[src/rtl/rv_exe_muldiv.sv]
// Iterative RV32/64 M-extension multiply/divide unit for the execute stage.
// Shift-add multiply and restoring divide share one 2*XLEN accumulator.
module rv_exe_muldiv #(
  parameter int unsigned XLEN           = 32,
  parameter int unsigned BITS_PER_CYCLE = 1
) (
  input  logic            clk,
  input  logic            rst,
  input  logic            req_valid_Q102H,
  output logic            req_ready_Q102H,
  input  logic [2:0]      req_op_Q102H,
  input  logic [XLEN-1:0] req_src1_Q102H,
  input  logic [XLEN-1:0] req_src2_Q102H,
  input  logic [4:0]      req_rd_Q102H,
  input  logic            flush,
  output logic            rsp_valid,
  input  logic            rsp_ready,
  output logic [XLEN-1:0] rsp_data,
  output logic [4:0]      rsp_rd,
  output logic            busy
);

  localparam int unsigned N  = XLEN / BITS_PER_CYCLE;
  localparam int unsigned CW = $clog2(N + 1);
  localparam int unsigned AW = 2 * XLEN;
  localparam logic [XLEN-1:0] MIN_INT = {1'b1, {(XLEN-1){1'b0}}};

  typedef enum logic [1:0] {S_IDLE, S_CALC, S_FIX, S_DONE} state_t;

  state_t          r_state, w_state_nxt;
  logic [2:0]      r_op;
  logic [4:0]      r_rd;
  logic [CW-1:0]   r_cnt;
  logic            r_neg;
  logic [AW-1:0]   r_acc;
  logic [XLEN-1:0] r_b;
  logic [XLEN-1:0] r_res;

  logic            w_accept, w_special, w_div_zero, w_div_ovf;
  logic            w_s1_neg, w_s2_neg, w_neg_req;
  logic [XLEN-1:0] w_abs1, w_abs2, w_spec_quo, w_spec_rem;
  logic [AW-1:0]   w_step, w_mneg;
  logic [XLEN:0]   w_sum, w_trial;
  logic [XLEN-1:0] w_q, w_r, w_fix_res;

  assign req_ready_Q102H = (r_state == S_IDLE);
  assign busy            = (r_state != S_IDLE);
  assign rsp_valid       = (r_state == S_DONE);
  assign rsp_data        = r_res;
  assign rsp_rd          = r_rd;

  // Request decode: operand signedness, magnitudes and divide special cases
  always_comb begin
    w_accept   = req_valid_Q102H & (r_state == S_IDLE) & ~flush;
    w_s1_neg   = req_src1_Q102H[XLEN-1] &
                 (req_op_Q102H[2] ? ~req_op_Q102H[0] : (req_op_Q102H[1:0] != 2'd3));
    w_s2_neg   = req_src2_Q102H[XLEN-1] &
                 (req_op_Q102H[2] ? ~req_op_Q102H[0] : ~req_op_Q102H[1]);
    w_abs1     = w_s1_neg ? (~req_src1_Q102H + XLEN'(1)) : req_src1_Q102H;
    w_abs2     = w_s2_neg ? (~req_src2_Q102H + XLEN'(1)) : req_src2_Q102H;
    w_neg_req  = (req_op_Q102H[2] & req_op_Q102H[1]) ? w_s1_neg : (w_s1_neg ^ w_s2_neg);
    w_div_zero = req_op_Q102H[2] & (req_src2_Q102H == '0);
    w_div_ovf  = req_op_Q102H[2] & ~req_op_Q102H[0] &
                 (req_src1_Q102H == MIN_INT) & (req_src2_Q102H == '1);
    w_special  = w_div_zero | w_div_ovf;
    w_spec_quo = w_div_zero ? '1 : req_src1_Q102H;
    w_spec_rem = w_div_zero ? req_src1_Q102H : '0;
  end

  // One CALC cycle: BITS_PER_CYCLE chained shift-add or restoring steps
  always_comb begin
    w_step  = r_acc;
    w_sum   = '0;
    w_trial = '0;
    for (int i = 0; i < int'(BITS_PER_CYCLE); i++) begin
      if (r_op[2]) begin
        w_trial = {w_step[AW-1:XLEN], w_step[XLEN-1]};
        if (w_trial >= {1'b0, r_b}) begin
          w_trial = w_trial - {1'b0, r_b};
          w_step  = {w_trial[XLEN-1:0], w_step[XLEN-2:0], 1'b1};
        end else begin
          w_step  = {w_trial[XLEN-1:0], w_step[XLEN-2:0], 1'b0};
        end
      end else begin
        w_sum  = {1'b0, w_step[AW-1:XLEN]} + (w_step[0] ? {1'b0, r_b} : '0);
        w_step = {w_sum, w_step[XLEN-1:1]};
      end
    end
  end

  // Sign fix-up and result select
  always_comb begin
    w_mneg = r_neg ? (~r_acc + AW'(1)) : r_acc;
    w_q    = r_neg ? (~r_acc[XLEN-1:0] + XLEN'(1)) : r_acc[XLEN-1:0];
    w_r    = r_neg ? (~r_acc[AW-1:XLEN] + XLEN'(1)) : r_acc[AW-1:XLEN];
    case (r_op)
      3'd0:          w_fix_res = w_mneg[XLEN-1:0];
      3'd1, 3'd2,
      3'd3:          w_fix_res = w_mneg[AW-1:XLEN];
      3'd4, 3'd5:    w_fix_res = w_q;
      default:       w_fix_res = w_r;
    endcase
  end

  always_comb begin
    w_state_nxt = r_state;
    case (r_state)
      S_IDLE: if (w_accept) w_state_nxt = w_special ? S_FIX : S_CALC;
      S_CALC: if (r_cnt == CW'(1)) w_state_nxt = S_FIX;
      S_FIX:  w_state_nxt = S_DONE;
      S_DONE: if (rsp_ready) w_state_nxt = S_IDLE;
      default: w_state_nxt = S_IDLE;
    endcase
    if (flush) w_state_nxt = S_IDLE;
  end

  always_ff @(posedge clk or negedge rst) begin
    if (!rst) r_state <= S_IDLE;
    else      r_state <= w_state_nxt;
  end

  // Special divides preload quotient/remainder and pass through FIX unnegated,
  // so their response lands one edge after accept.
  always_ff @(posedge clk or negedge rst) begin
    if (!rst) begin
      r_op  <= '0;
      r_rd  <= '0;
      r_cnt <= '0;
      r_neg <= 1'b0;
      r_acc <= '0;
      r_b   <= '0;
      r_res <= '0;
    end else begin
      if (w_accept) begin
        r_op  <= req_op_Q102H;
        r_rd  <= req_rd_Q102H;
        r_cnt <= CW'(N);
        r_b   <= w_abs2;
        r_neg <= w_special ? 1'b0 : w_neg_req;
        r_acc <= w_special ? {w_spec_rem, w_spec_quo} : {XLEN'(0), w_abs1};
      end
      if (r_state == S_CALC) begin
        r_acc <= w_step;
        r_cnt <= r_cnt - CW'(1);
      end
      if (r_state == S_FIX) r_res <= w_fix_res;
    end
  end

endmodule

[config.mk]
export PLATFORM = sky130hd
export DESIGN_NAME = rv_exe_muldiv
export DESIGN_NICKNAME = d
export VERILOG_FILES = /design/src/rtl/rv_exe_muldiv.sv
export SDC_FILE = /design/constraint.sdc
export NUM_CORES = 1
export LEC_CHECK = 0
export ABC_AREA = 0
export CAP_MARGIN = 0
export CELL_PAD_IN_SITES_DETAIL_PLACEMENT = 1
export CELL_PAD_IN_SITES_GLOBAL_PLACEMENT = 1
export CORE_UTILIZATION = 41
export DETAILED_ROUTE_END_ITERATION = 7
export HOLD_SLACK_MARGIN = 0.03
export PLACE_DENSITY = 0.75
export SYNTH_ARGS = -nofsm -noshare
export SYNTH_HDL_FRONTEND = slang
export SYNTH_SLANG_ARGS = --single-unit
[constraint.sdc]
create_clock -name clk -period 7.1 [get_ports clk]
set_input_delay 1.42 -clock clk [delete_from_list [all_inputs] [get_ports clk]]
set_output_delay 1.42 -clock clk [all_outputs]
set_load 0.05 [all_outputs]
[Word-level counts from Yosys, hierarchy flattened]
Cells that the tools add are included.
Operators by class
  add/sub/neg operators: 8
  magnitude comparators: 1
  equal/unequal tests: 15
  mux-type cells: 26
  bitwise gates (word level): 19
  reduce and logical (&&, ||, !) cells: 8
Operator list (count)
  $mux 64: 6
  $mux 32: 7
  $add 32x1->32 const B: 4
  $not 32->32: 4
  $pmux 32 s3: 1
  $add 64x1->64 const B: 1
  $eq 32x32->1 const B: 2
  $not 64->64: 1
  $add 32x32->33: 1
  $ge 33x32->1: 1
  $logic_not 32->1: 1
  $sub 32x32->32: 1
  $mux 6: 2
  $mux 2: 5
  $and 1x1->1: 9
  $pmux 2 s4: 1
  $eq 3x2->1 const B: 2
  $eq 3x3->1 const B: 2
  $eq 6x1->1 const B: 1
  $sub 6x1->6 const B: 1
  $eq 2x2->1 const B: 2
  $mux 1: 4
  $reduce_bool 2->1: 2
  $eq 3x1->1 const B: 1
  other kinds (13): 15
Word-level totals
  flip-flop bits (word level): 145
  input bits: 77
  output and inout bits: 40
  word-level logic and storage cells: 85

[Logic depth before layout (Yosys ltp)]
  depth in word-level cells: 9
  gate-level depth with buffers: 15
  gate-level depth less buffers: 13

[Least setup slack after synthesis]
Ideal clock, no wire load.
  path kind: input port to flip-flop
  start: in req_src2_Q102H[24]
  end: reg r_acc[63]
  library setup time: 86 ps
  data arrival time: 3746 ps
  required time: 7014 ps
  path slack: 3269 ps
  cell stages on the path: 7
  path through: or4_4 or4_4 or4b_4 nor4_4 a22oi_2 o21a_1 a32oi_1
On the way
  cells in the longest elaborated chain, start to end: 6
Ends and longest elaborated chain
  start, declared: line 13  | input logic [XLEN-1:0] req_src2_Q102H,
  $eq 32x32->1 or $logic_not 32->1 (tied branches): line 64, 62
  $and 1x1->1 (on tied branches): line 64, 62
  $or 1x1->1 or $mux 32 (tied branches): line 65, 67
  $mux 64 (*): line 140  | r_acc <= w_special ? {w_spec_rem, w_spec_quo} : {XLEN'(0), w_abs1};
  $mux 64 (*): line 134  | if (w_accept) begin
  $mux 64 (*): line 142  | if (r_state == S_CALC) begin
  end signal, assigned: line 140
  end signal, assigned: line 143  | r_acc <= w_step;
  end, declared: line 35  | logic [AW-1:0] r_acc;
Mark *: on every way between the ends. The rest lies on a longest branch, timed or not. The select of a mux whose other input is x is not followed.
A chain may end at the register's enable or synchronous reset.

[Worst setup path after layout]
  start: in req_src1_Q102H[7]
  end: reg r_acc[3]
On the way
  cells in the longest elaborated chain, start to end: 7
Ends and longest elaborated chain
  start, declared: line 12  | input logic [XLEN-1:0] req_src1_Q102H,
  $eq 32x32->1: line 64  | (req_src1_Q102H == MIN_INT) & (req_src2_Q102H == '1);
  $and 1x1->1: line 63  | w_div_ovf = req_op_Q102H[2] & ~req_op_Q102H[0] &
  $and 1x1->1: line 64
  $or 1x1->1: line 65  | w_special = w_div_zero | w_div_ovf;
  $mux 64: line 140
  $mux 64: line 134
  $mux 64: line 142
No other way between the ends. The select of a mux whose other input is x is not followed.

==> out/metrics.yaml <==
run_status:
  status: "finished clean"
timing:
  rsz0062_at_grt: "no"
  finalHoldViolCount: 0
  slew_headroom: 0.260
  whs_ns: 0.478
  fin_tns_setup_ns: 0
  skew_ns: 0.0101
  finalCriticalPeriod_ns: 4.74
  worst_slew_pin_slew_ns: 1.11
  drv_slew: 0
  setup_viol: 0
  fin_ws_ns: 2.36
  fmax_mhz: 211
  post-route-period-util: 0.667
floorplanning:
  pin_count: 117
  initial_core_util: 0.419
  fp.dieH_um: 188
  rows: 67
  dieArea_sq_um: 35200
  die_width_um: 188
  core_area_sq_um: 33700
place:
  pre_cts_ws_ns: 1.95
  placed_area_sq_um: 15500
  dp_hpwl_mm: 39.7
  port_buffers: 116
  gp_congestion: 0.910
  dp.cells: 2305
global_routing:
  grt_use_total: 0.293
  grt_pass1_wl_mm: 81.7
  grt_overflow: 0
  antenna_found_initial: 0
  grt_max_degree: 90
  first_global_vias: 14535
layout:
  nFillCells: 4164
  layout_commonest_cell: "nand2_1"
  layout.cells.most_common_list: "234 x nand2_1, 163 x o21ai_0, 153 x a21oi_1"
  fin_cells: 2337
  seqCellArea_sq_um: 3630
  final_util: 0.479
  diodes: 0
  nNetsFinal: 2030
  drive_above_1_share: 0.0471
  multi_input_area_sq_um: 9760
  areaGrowthSynthToFinish_pct: 14.3
  fin_area_sq_um: 16100
min_path:
  hold_path_startpoint: "rsp_rd[0]"
  whs_endpoint: "rsp_rd[0]"
  hold_path.class: "flip-flop to flip-flop"
  hold_depth: 2
yosys:
  synth_area_leaders: "dfrtp_1 26%, xor2_1 7.4%, ha_1 6.6%"
  yosysUniqueCellTypes: 79
  synth-async-reset-ratio: 1.00
  synth_area_sq_um: 14100
  ys_seq_elements: 145
  synth_seq_area_share: 0.257
  netlist.area_leader.share: 0.257
  yosysTopAreaCell: "dfrtp_1"
  synth_enable_flop_cells: 0
  synthFlopType: "dfrtp_1"
  yosysWarnings: 0
  synth_area_per_cell_sq_um: 7.65
  syn_nets: 2000
  syn_inst: 1846
critical_path:
  endpoint_kind: "flip-flop"
  reg2regPathDepth: 11
  critical_path_class: "input pin to flip-flop"
  reg2reg_to: "r_acc[35]"
  worstPathRequired_ns: 7.42
  arrival_ns: 5.06
  r2r-start: "r_acc[45]"
  path_max_fanout: 11
  reg2reg_slack_ns: 2.62
  start_kind: "input pin"
clock_tree:
  cts_setup_buffers: 0
  clock_latency_ns: 0.45
  htreeDepth: 4
  path_clk_slew_ns: 0.06
  root_buffer: "clkbuf_16"
  cts_tree: "built"
  clockBufferDepth: 2
  cts-resized-gates: 0
  numCtsBuffers: 17
  clkSinkCount: 145
  hold_buffers: 0
power_and_ir_drop:
  vdd.ir_drop.worst_mv: 0.222
  powerDensity_nw_per_um2: 550
  p_leak_nw: 6.53
  total_power_mw: 8.89
drt:
  num_vias: 14074
  dr.first_iter.drc_count: 679
  wire_per_inst_um: 21.9
  drt-total-wl_mm: 51.2
  firstDrtPassIters: 5
  antenna_left: 0
  via_per_inst: 6.02
  drc: 0
job:
  maxCapViolations: 0
[state kept, by name, indices dropped and copies added (netlist names)]
name,cells
rsp_data,32
r_op,3
r_neg,1
r_state,2
rsp_rd,5
r_acc,64
r_b,32
r_cnt,6
[critical path, stage by stage]
cell and delay, ns:
clkdlybuf4s50_1 0.53, or4_1 0.62, nor4_1 0.31, nor3b_2 0.53, nor4b_4 0.43, and3_1 0.34, nor2_1 0.23, buf_4 0.26
o31ai_1 0.10, xor2_1 0.20, a21oi_1 0.08
[worst max path at each step]
stage | start | endpoint | depth (start not counted)
finish | req_src1_Q102H[7] | r_acc[3] | 11
global route | req_src1_Q102H[7] | r_acc[3] | 11
global placement | req_src1_Q102H[6] | r_acc[9] | 11
detailed placement | req_src1_Q102H[6] | r_acc[3] | 11
floorplan | req_src2_Q102H[24] | r_acc[63] | 7
CTS | req_src1_Q102H[6] | r_acc[3] | 11
[power by group]
group          switching (mW)  internal, mW  leakage (nW)
Sequential              0.625          1.22          1.73
Clock                   0.387         0.597         0.295
Combinational            3.80          2.26          4.50
[cell usage after synthesis, drive strengths merged, types with 4 or more instances]
cell      n
nor4     18
a211oi   13
o211ai   18
buf      22
or4      17
dfrtp   145
a221o     5
or2       9
ha       75
o41ai    18
a21o     26
and3      7
nand3    51
o221ai   26
nor4b     6
o31ai    56
nand2   234
xnor2    79
nor3     25
o22ai    15
a31oi    17
xor2    120
o21bai    7
o31a      4
mux2      8
o21a      5
mux2i    51
nand3b    4
a21oi   153
nor2    152
a221oi   10
and2      5
nor2b    14
o21ai   163
or3      19
nand2b   14
inv      73
nand4    18
clkbuf  100
a22oi     5
[area by class of cell]
class | instances | share of cell area
inverters | 74 | 0.0172
multi-input cells | 1505 | 0.604
repair buffers | 133 | 0.0799
clock inverters | 13 | 0.0115
clock buffers | 19 | 0.0274
flip-flops and latches | 145 | 0.225
well taps | 448 | 0.0347
[cell families after synthesis]
group,after synthesis,share of synthesized area
simple gates,599,0.199
compound gates,571,0.256
xor+xnor,199,0.123
buf+inv,196,0.0533
flops,145,0.257
fa+ha+maj,77,0.0693
mux,59,0.0425
[metal layers]
metal,track usage,wire [um],share of wire
met1,0.386,23500,0.46
met3,0.0260,1740,0.034
met4,0.0985,1260,0.025
met5,0,0,0
met2,0.501,24800,0.48
No activity file was read; power rests on OpenSTA's default activity.
